## src/rtl/dmem_port_arbiter.sv

```systemverilog
// Two-lane data-memory port arbiter: lane A (older) and lane B (younger) share one
// single-cycle memory port; a same-cycle conflict defers B by one cycle.
module dmem_port_arbiter #(
    parameter int XLEN     = 32,
    parameter int CntWidth = 16
) (
    input  logic                clk_i,
    input  logic                rstn_i,
    input  logic                flush_i,
    input  logic                a_req_i,
    input  logic                b_req_i,
    input  logic [3:0]          a_we_i,
    input  logic [3:0]          b_we_i,
    input  logic [XLEN-1:0]     a_addr_i,
    input  logic [XLEN-1:0]     b_addr_i,
    input  logic [XLEN-1:0]     a_wdata_i,
    input  logic [XLEN-1:0]     b_wdata_i,
    output logic                a_gnt_o,
    output logic                b_gnt_o,
    output logic                a_rvalid_o,
    output logic                b_rvalid_o,
    output logic [XLEN-1:0]     a_rdata_o,
    output logic [XLEN-1:0]     b_rdata_o,
    output logic [XLEN-1:0]     mem_addr_o,
    output logic [XLEN-1:0]     mem_wdata_o,
    output logic [3:0]          mem_we_o,
    output logic                mem_re_o,
    input  logic [XLEN-1:0]     mem_rdata_i,
    output logic                stall_o,
    output logic [CntWidth-1:0] conflict_cnt_o
);

    typedef enum logic [0:0] {
        IDLE   = 1'b0,
        B_PEND = 1'b1
    } state_t;

    localparam logic [CntWidth-1:0] CNT_MAX = {CntWidth{1'b1}};
    localparam logic [CntWidth-1:0] CNT_ONE = {{(CntWidth-1){1'b0}}, 1'b1};

    state_t                state_r;
    state_t                state_nxt_s;
    logic                  a_gnt_s;
    logic                  b_gnt_s;
    logic                  stall_s;
    logic                  conflict_s;
    logic                  own_a_r;
    logic                  own_b_r;
    logic [CntWidth-1:0]   cnt_r;

    // Grant decision; reset and flush both force every grant low.
    always_comb begin
        a_gnt_s     = 1'b0;
        b_gnt_s     = 1'b0;
        stall_s     = 1'b0;
        conflict_s  = 1'b0;
        state_nxt_s = state_r;
        if (!rstn_i || flush_i) begin
            state_nxt_s = IDLE;
        end else begin
            case (state_r)
                IDLE: begin
                    if (a_req_i) begin
                        a_gnt_s = 1'b1;
                        if (b_req_i) begin
                            stall_s     = 1'b1;
                            conflict_s  = 1'b1;
                            state_nxt_s = B_PEND;
                        end else begin
                            state_nxt_s = IDLE;
                        end
                    end else if (b_req_i) begin
                        b_gnt_s     = 1'b1;
                        state_nxt_s = IDLE;
                    end else begin
                        state_nxt_s = IDLE;
                    end
                end
                B_PEND: begin
                    // The pending B is older in program order than any new A.
                    b_gnt_s     = b_req_i;
                    stall_s     = a_req_i;
                    state_nxt_s = IDLE;
                end
                default: begin
                    state_nxt_s = IDLE;
                end
            endcase
        end
    end

    // Memory port mux driven by whichever lane holds the grant.
    always_comb begin
        mem_addr_o  = {XLEN{1'b0}};
        mem_wdata_o = {XLEN{1'b0}};
        mem_we_o    = 4'b0000;
        mem_re_o    = 1'b0;
        if (a_gnt_s) begin
            mem_addr_o  = a_addr_i;
            mem_wdata_o = a_wdata_i;
            mem_we_o    = a_we_i;
            mem_re_o    = (a_we_i == 4'b0000);
        end else if (b_gnt_s) begin
            mem_addr_o  = b_addr_i;
            mem_wdata_o = b_wdata_i;
            mem_we_o    = b_we_i;
            mem_re_o    = (b_we_i == 4'b0000);
        end else begin
            mem_addr_o  = {XLEN{1'b0}};
        end
    end

    // Load-return steering; a flush cancels the response of last cycle's load.
    always_comb begin
        a_rvalid_o = own_a_r && !flush_i;
        b_rvalid_o = own_b_r && !flush_i;
        if (a_rvalid_o) begin
            a_rdata_o = mem_rdata_i;
        end else begin
            a_rdata_o = {XLEN{1'b0}};
        end
        if (b_rvalid_o) begin
            b_rdata_o = mem_rdata_i;
        end else begin
            b_rdata_o = {XLEN{1'b0}};
        end
    end

    assign a_gnt_o        = a_gnt_s;
    assign b_gnt_o        = b_gnt_s;
    assign stall_o        = stall_s;
    assign conflict_cnt_o = cnt_r;

    // FSM state, load owner tags and saturating conflict counter.
    always_ff @(posedge clk_i or negedge rstn_i) begin
        if (!rstn_i) begin
            state_r <= IDLE;
            own_a_r <= 1'b0;
            own_b_r <= 1'b0;
            cnt_r   <= {CntWidth{1'b0}};
        end else begin
            state_r <= state_nxt_s;
            own_a_r <= a_gnt_s && (a_we_i == 4'b0000);
            own_b_r <= b_gnt_s && (b_we_i == 4'b0000);
            if (conflict_s && (cnt_r != CNT_MAX)) begin
                cnt_r <= cnt_r + CNT_ONE;
            end else begin
                cnt_r <= cnt_r;
            end
        end
    end

endmodule

```

## config.mk

```make
export PLATFORM = sky130hd
export DESIGN_NAME = dmem_port_arbiter
export DESIGN_NICKNAME = d
export VERILOG_FILES = /design/src/rtl/dmem_port_arbiter.sv
export SDC_FILE = /design/constraint.sdc
export NUM_CORES = 1
export LEC_CHECK = 0
export ABC_AREA = 1
export CORE_AREA = 2 2 128 130
export DETAILED_ROUTE_END_ITERATION = 16
export DIE_AREA = 0 0 130 132
export PLACE_DENSITY = 0.64
export REMOVE_ABC_BUFFERS = 1
export SETUP_SLACK_MARGIN = 0.5
export SLEW_MARGIN = 30
export SYNTH_ARGS = -nofsm -noshare
export SYNTH_HDL_FRONTEND = slang
export SYNTH_SLANG_ARGS = --single-unit
```

## constraint.sdc

```tcl
create_clock -name clk_i -period 3.07 [get_ports clk_i]
set_clock_uncertainty 0.1 [all_clocks]
set_input_delay 0.614 -clock clk_i [delete_from_list [all_inputs] [get_ports clk_i]]
set_output_delay 0.614 -clock clk_i [all_outputs]
set_load 0.01 [all_outputs]
```

[Yosys cells after proc, flatten, opt, wreduce, memory -nomap -nowiden]
Cells that the tools add are included.
Cells by class
  bitwise operators: 1
  add/subtract/negate cells: 1
  reductions and logical operators: 10
  mux-type cells: 24
  eq/ne operators: 1
Operators with widths (count)
  $mux 32: 6
  $add 16x1->16 const B: 1
  $ne 16x16->1 const B: 1
  $mux 1: 13
  $logic_not 4->1: 2
  $mux 4: 2
  $pmux 1 s2: 3
  $logic_and 1x1->1: 5
  $logic_not 1->1: 2
  $logic_or 1x1->1: 1
  $not 1->1: 1
Storage, ports and cells
  flip-flop bits (word level): 19
  word-level logic and storage cells: 41

[Logic depth before layout (Yosys ltp)]
  depth after elaboration: 6
  gate-level depth with buffers: 10
  depth with buffers taken out: 9

[Worst setup path after synthesis]
Ideal clock, no wire load.
  kind: input port to output port
  start point: in flush_i
  end point: out mem_addr_o[0]
  buffers on the path: 2
  stages on the path: 8
  data required time: 2.356 ns
  arrival: 1.452 ns
  path slack: 0.904 ns
  path through: inv_2 -> nand2_2 -> inv_2 -> nand3_2 -> inv_2 -> buf_4 -> buf_6 -> a22o_1
On the way
  word-level cells in the longest chain between the ends: 4
RTL lines
  from (decl): RTL line 9  | input logic flush_i,
  $logic_or 1x1->1 *: RTL line 58  | if (!rstn_i || flush_i) begin
  $mux 1: RTL line 58
  $mux 32: RTL line 103  | end else if (b_gnt_s) begin
  $mux 32 *: RTL line 98  | if (a_gnt_s) begin
  to (decl): RTL line 24  | output logic [XLEN-1:0] mem_addr_o,
Every way passes the cells marked *; elsewhere a longest branch is shown, timed or not.

[Worst setup path in the final report]
  start point: in a_req_i
  end point: out mem_wdata_o[1]
On the way
  word-level cells in the longest chain between the ends: 5
RTL lines
  from (decl): RTL line 10  | input logic a_req_i,
  $mux 1: RTL line 63  | if (a_req_i) begin
  $pmux 1 s2: RTL line 61  | case (state_r)
  $mux 1: RTL line 58
  $mux 32: RTL line 103
  $mux 32 *: RTL line 98
  to (decl): RTL line 25  | output logic [XLEN-1:0] mem_wdata_o,
Marked as above.

==> results.cfg <==
[outcome]
outcome = completed

[cells_and_area]
syn2layout_area_growth_pct = 170.6
nets = 897
nFillCells = 1691
layout-drive-gt1-share = 0.2050

[global_routing]
grt_overflow = 0
grt_usage = 0.2117
grt_max_degree = 34
grt_pass1_vias = 3897
grt_pass1_wl_um = 26310
antenna_found_initial = 9

[sta]
setup_viol = 0
rsz0062_at_grt = no
holdWs_ns = 0.3161
fmaxAchievable_ghz = 0.3951
fin_tns_setup_ns = 0
fin_crit_ns = 2.531
fin_crit_sh = 0.8243
tightestPinTransition_ns = 0.2751
slew-limit-headroom = 0.8166
report.final.slew_viol_count = 0
hold_viol_final = 0

[setup_path]
cp_max_fo = 7
critPathMaxStageDelay_ns = 0.27
cpMaxStageDelayCell = a22o_4
cp-end-kind = primary output
worstSetupPathType = in2out
cp_cell_sequence = buf_2 -> inv_1 -> nor2_2 -> inv_2 -> nor2_4 -> buf_12 -> buf_12 -> buf_4 -> a22o_4 -> buf_4
required_ns = 2.36
arrival_ns = 1.82
critPathLaunchType = primary input

[floorplanning]
die_x_um = 130
fp.dieH_um = 132
pin_count = 327
rows = 46
core_area_um2 = 15710
dieArea_um2 = 17160
start_util = 0.1475

[clock_tree]
clk_latency_ns = 0.25
cts-root-buf = clkbuf_16
hold_buffers = 0
clkTransAtPathRegs_ns = 0.05
cts_tree = built
cts_buffers = 3
htreeDepth = 1
clockBufferDepth = 2
cts_sinks = 19

[power_and_ir_drop]
powerDensity_nw_per_um2 = 189.6
peakVddDrop_uv = 327.5
leakage_uw = 0.003301

[drt]
drcViolationCount = 0
first_pass_iters = 4
ant_nets = 0
via_per_inst = 4.267
drt_iter0_markers = 240
num_vias = 4024
post_drt_wl_per_cell_um = 20.48
drt_wl_total_um = 19310

[placed_design]
gp_congestion = 0.8562
io_buffer_count = 326
dpl.hpwl_um = 15490

[logic_synthesis]
synth.area.top_cells = a22o_1 24%, dfrtp_1 21%, nor2_1 14%
ys.flop_type = dfrtp_1
ys_types = 25
synthMostInstantiatedCell = nor2_1
yosysTopAreaCell = a22o_1
ys_ff_latch = 19
async_flop_share = 1.000
synth_edf_count = 0
syn_avg_cell_area_um2 = 6.349
synth_common_cells = 85 x nor2_1, 69 x nand2_1, 64 x a22o_1, 56 x inv_1, 19 x dfrtp_1
ys_warn_count = 0
synthCells = 365
synth_area_um2 = 2317
yosysTopAreaCellShare = 0.2419
synth_seq_area_share = 0.2052

[run]
drv_cap = 0

[hold_path]
min_path_type = in2async
[logic make-up (layout without fill, tap and decap cells)]
| family | after synthesis | after routing | share of synthesized area |
|---|---|---|---|
| and+or+nand+nor | 178 | 178 | 0.3261 |
| adders and majority gates | 1 | 1 | 0.005399 |
| other | 0 | 5 | 0 |
| AOI/OAI and AO/OA | 77 | 77 | 0.2727 |
| xor gates and xnor gates | 6 | 6 | 0.02268 |
| DFF | 19 | 19 | 0.2052 |
| buffers and inverters | 84 | 441 | 0.1679 |
[sequential cells by signal (all words and copies together), names as in the netlist]
name / count
conflict_cnt_o: 16
state_r: 1
own_b_r: 1
own_a_r: 1
[layer usage]
| metal | GRT usage | share of wire |
|---|---|---|
| met5 | 0 | 0.0021 |
| met4 | 0.02091 | 0.0060 |
| met3 | 0.1055 | 0.13 |
| met2 | 0.3115 | 0.42 |
| met1 | 0.2880 | 0.44 |
[power by group]
group | switching, µW | internal (µW) | leakage, µW
clock network | 92.1 | 177 | 0.0000382
registers | 35.5 | 274 | 0.000253
logic | 234 | 378 | 0.00301
[area by class of cell]
cell class,count,area (µm²),share of cell area
clock buffer,4,78.83,0.01257
antenna,5,12.51,0.001995
multi-input combinational,262,1555,0.2480
timing repair buffer,375,3631,0.5790
tap,216,270.3,0.04310
inverter,62,247.7,0.03951
sequential,19,475.5,0.07582
[path summary, 6_finish.rpt]
path	startpoint	endpoint	slack [ns]	depth (start not counted)
worst min-delay path	rstn_i	conflict_cnt_o[13]	0.32	2
max in group asynchronous	rstn_i	conflict_cnt_o[12]	2.35	2
worst min register to register	conflict_cnt_o[1]	conflict_cnt_o[1]	0.46	2
min in group clk_i	conflict_cnt_o[1]	conflict_cnt_o[1]	0.46	2
worst max register to register	state_r	conflict_cnt_o[2]	1.02	12
worst max-delay path	a_req_i	mem_wdata_o[1]	0.54	10
[stage by stage]
stage	instances	util	setup slack (ns)	total power [µW]	cell area, µm²
floorplan	343	-	0.2449	459.2	2163
global placement	909	0.3793	-0.3281	894.6	5959
detailed placement	909	0.3793	-0.2958	889.3	5959
CTS	937	0.3984	0.3674	1199	6260
global route	939	0.3985	0.5027	1248	6261
finish	943	0.3991	0.5393	1189	6271
[placed cells by master (no fill, tap or decap), types with 2 or more instances in the layout]
master / instances
clkdlybuf4s50_1: 186
nor2_1: 83
dlygate4sd2_1: 73
nand2_1: 69
inv_1: 56
a22o_1: 55
buf_2: 49
buf_4: 26
dfrtp_1: 19
buf_12: 11
a22o_4: 9
o21ai_0: 8
buf_16: 8
clkdlybuf4s15_2: 8
nand3_1: 7
buf_6: 7
diode_2: 5
nand4_1: 5
inv_2: 4
nor2_2: 4
o22ai_1: 4
xor2_1: 4
clkbuf_16: 4
nand2_2: 3
clkbuf_2: 3
nand2_4: 2
nor2_4: 2
xnor2_1: 2
buf_8: 2
[worst max-delay path: cells and delay by family]
kind / cells / cell delay (ns)
and+or+nand+nor: 2 / 0.10
buffers and inverters: 7 / 0.82
AOI/OAI and AO/OA: 1 / 0.27
[repair_timing]
action	4_1_cts	5_1_grt
setup endpoints to repair	138	42
buffers inserted	16	0
gates resized for setup	341	18
pin swaps	4	4
cloned	8	1
Note: power is estimated with default switching activity, not from simulation.
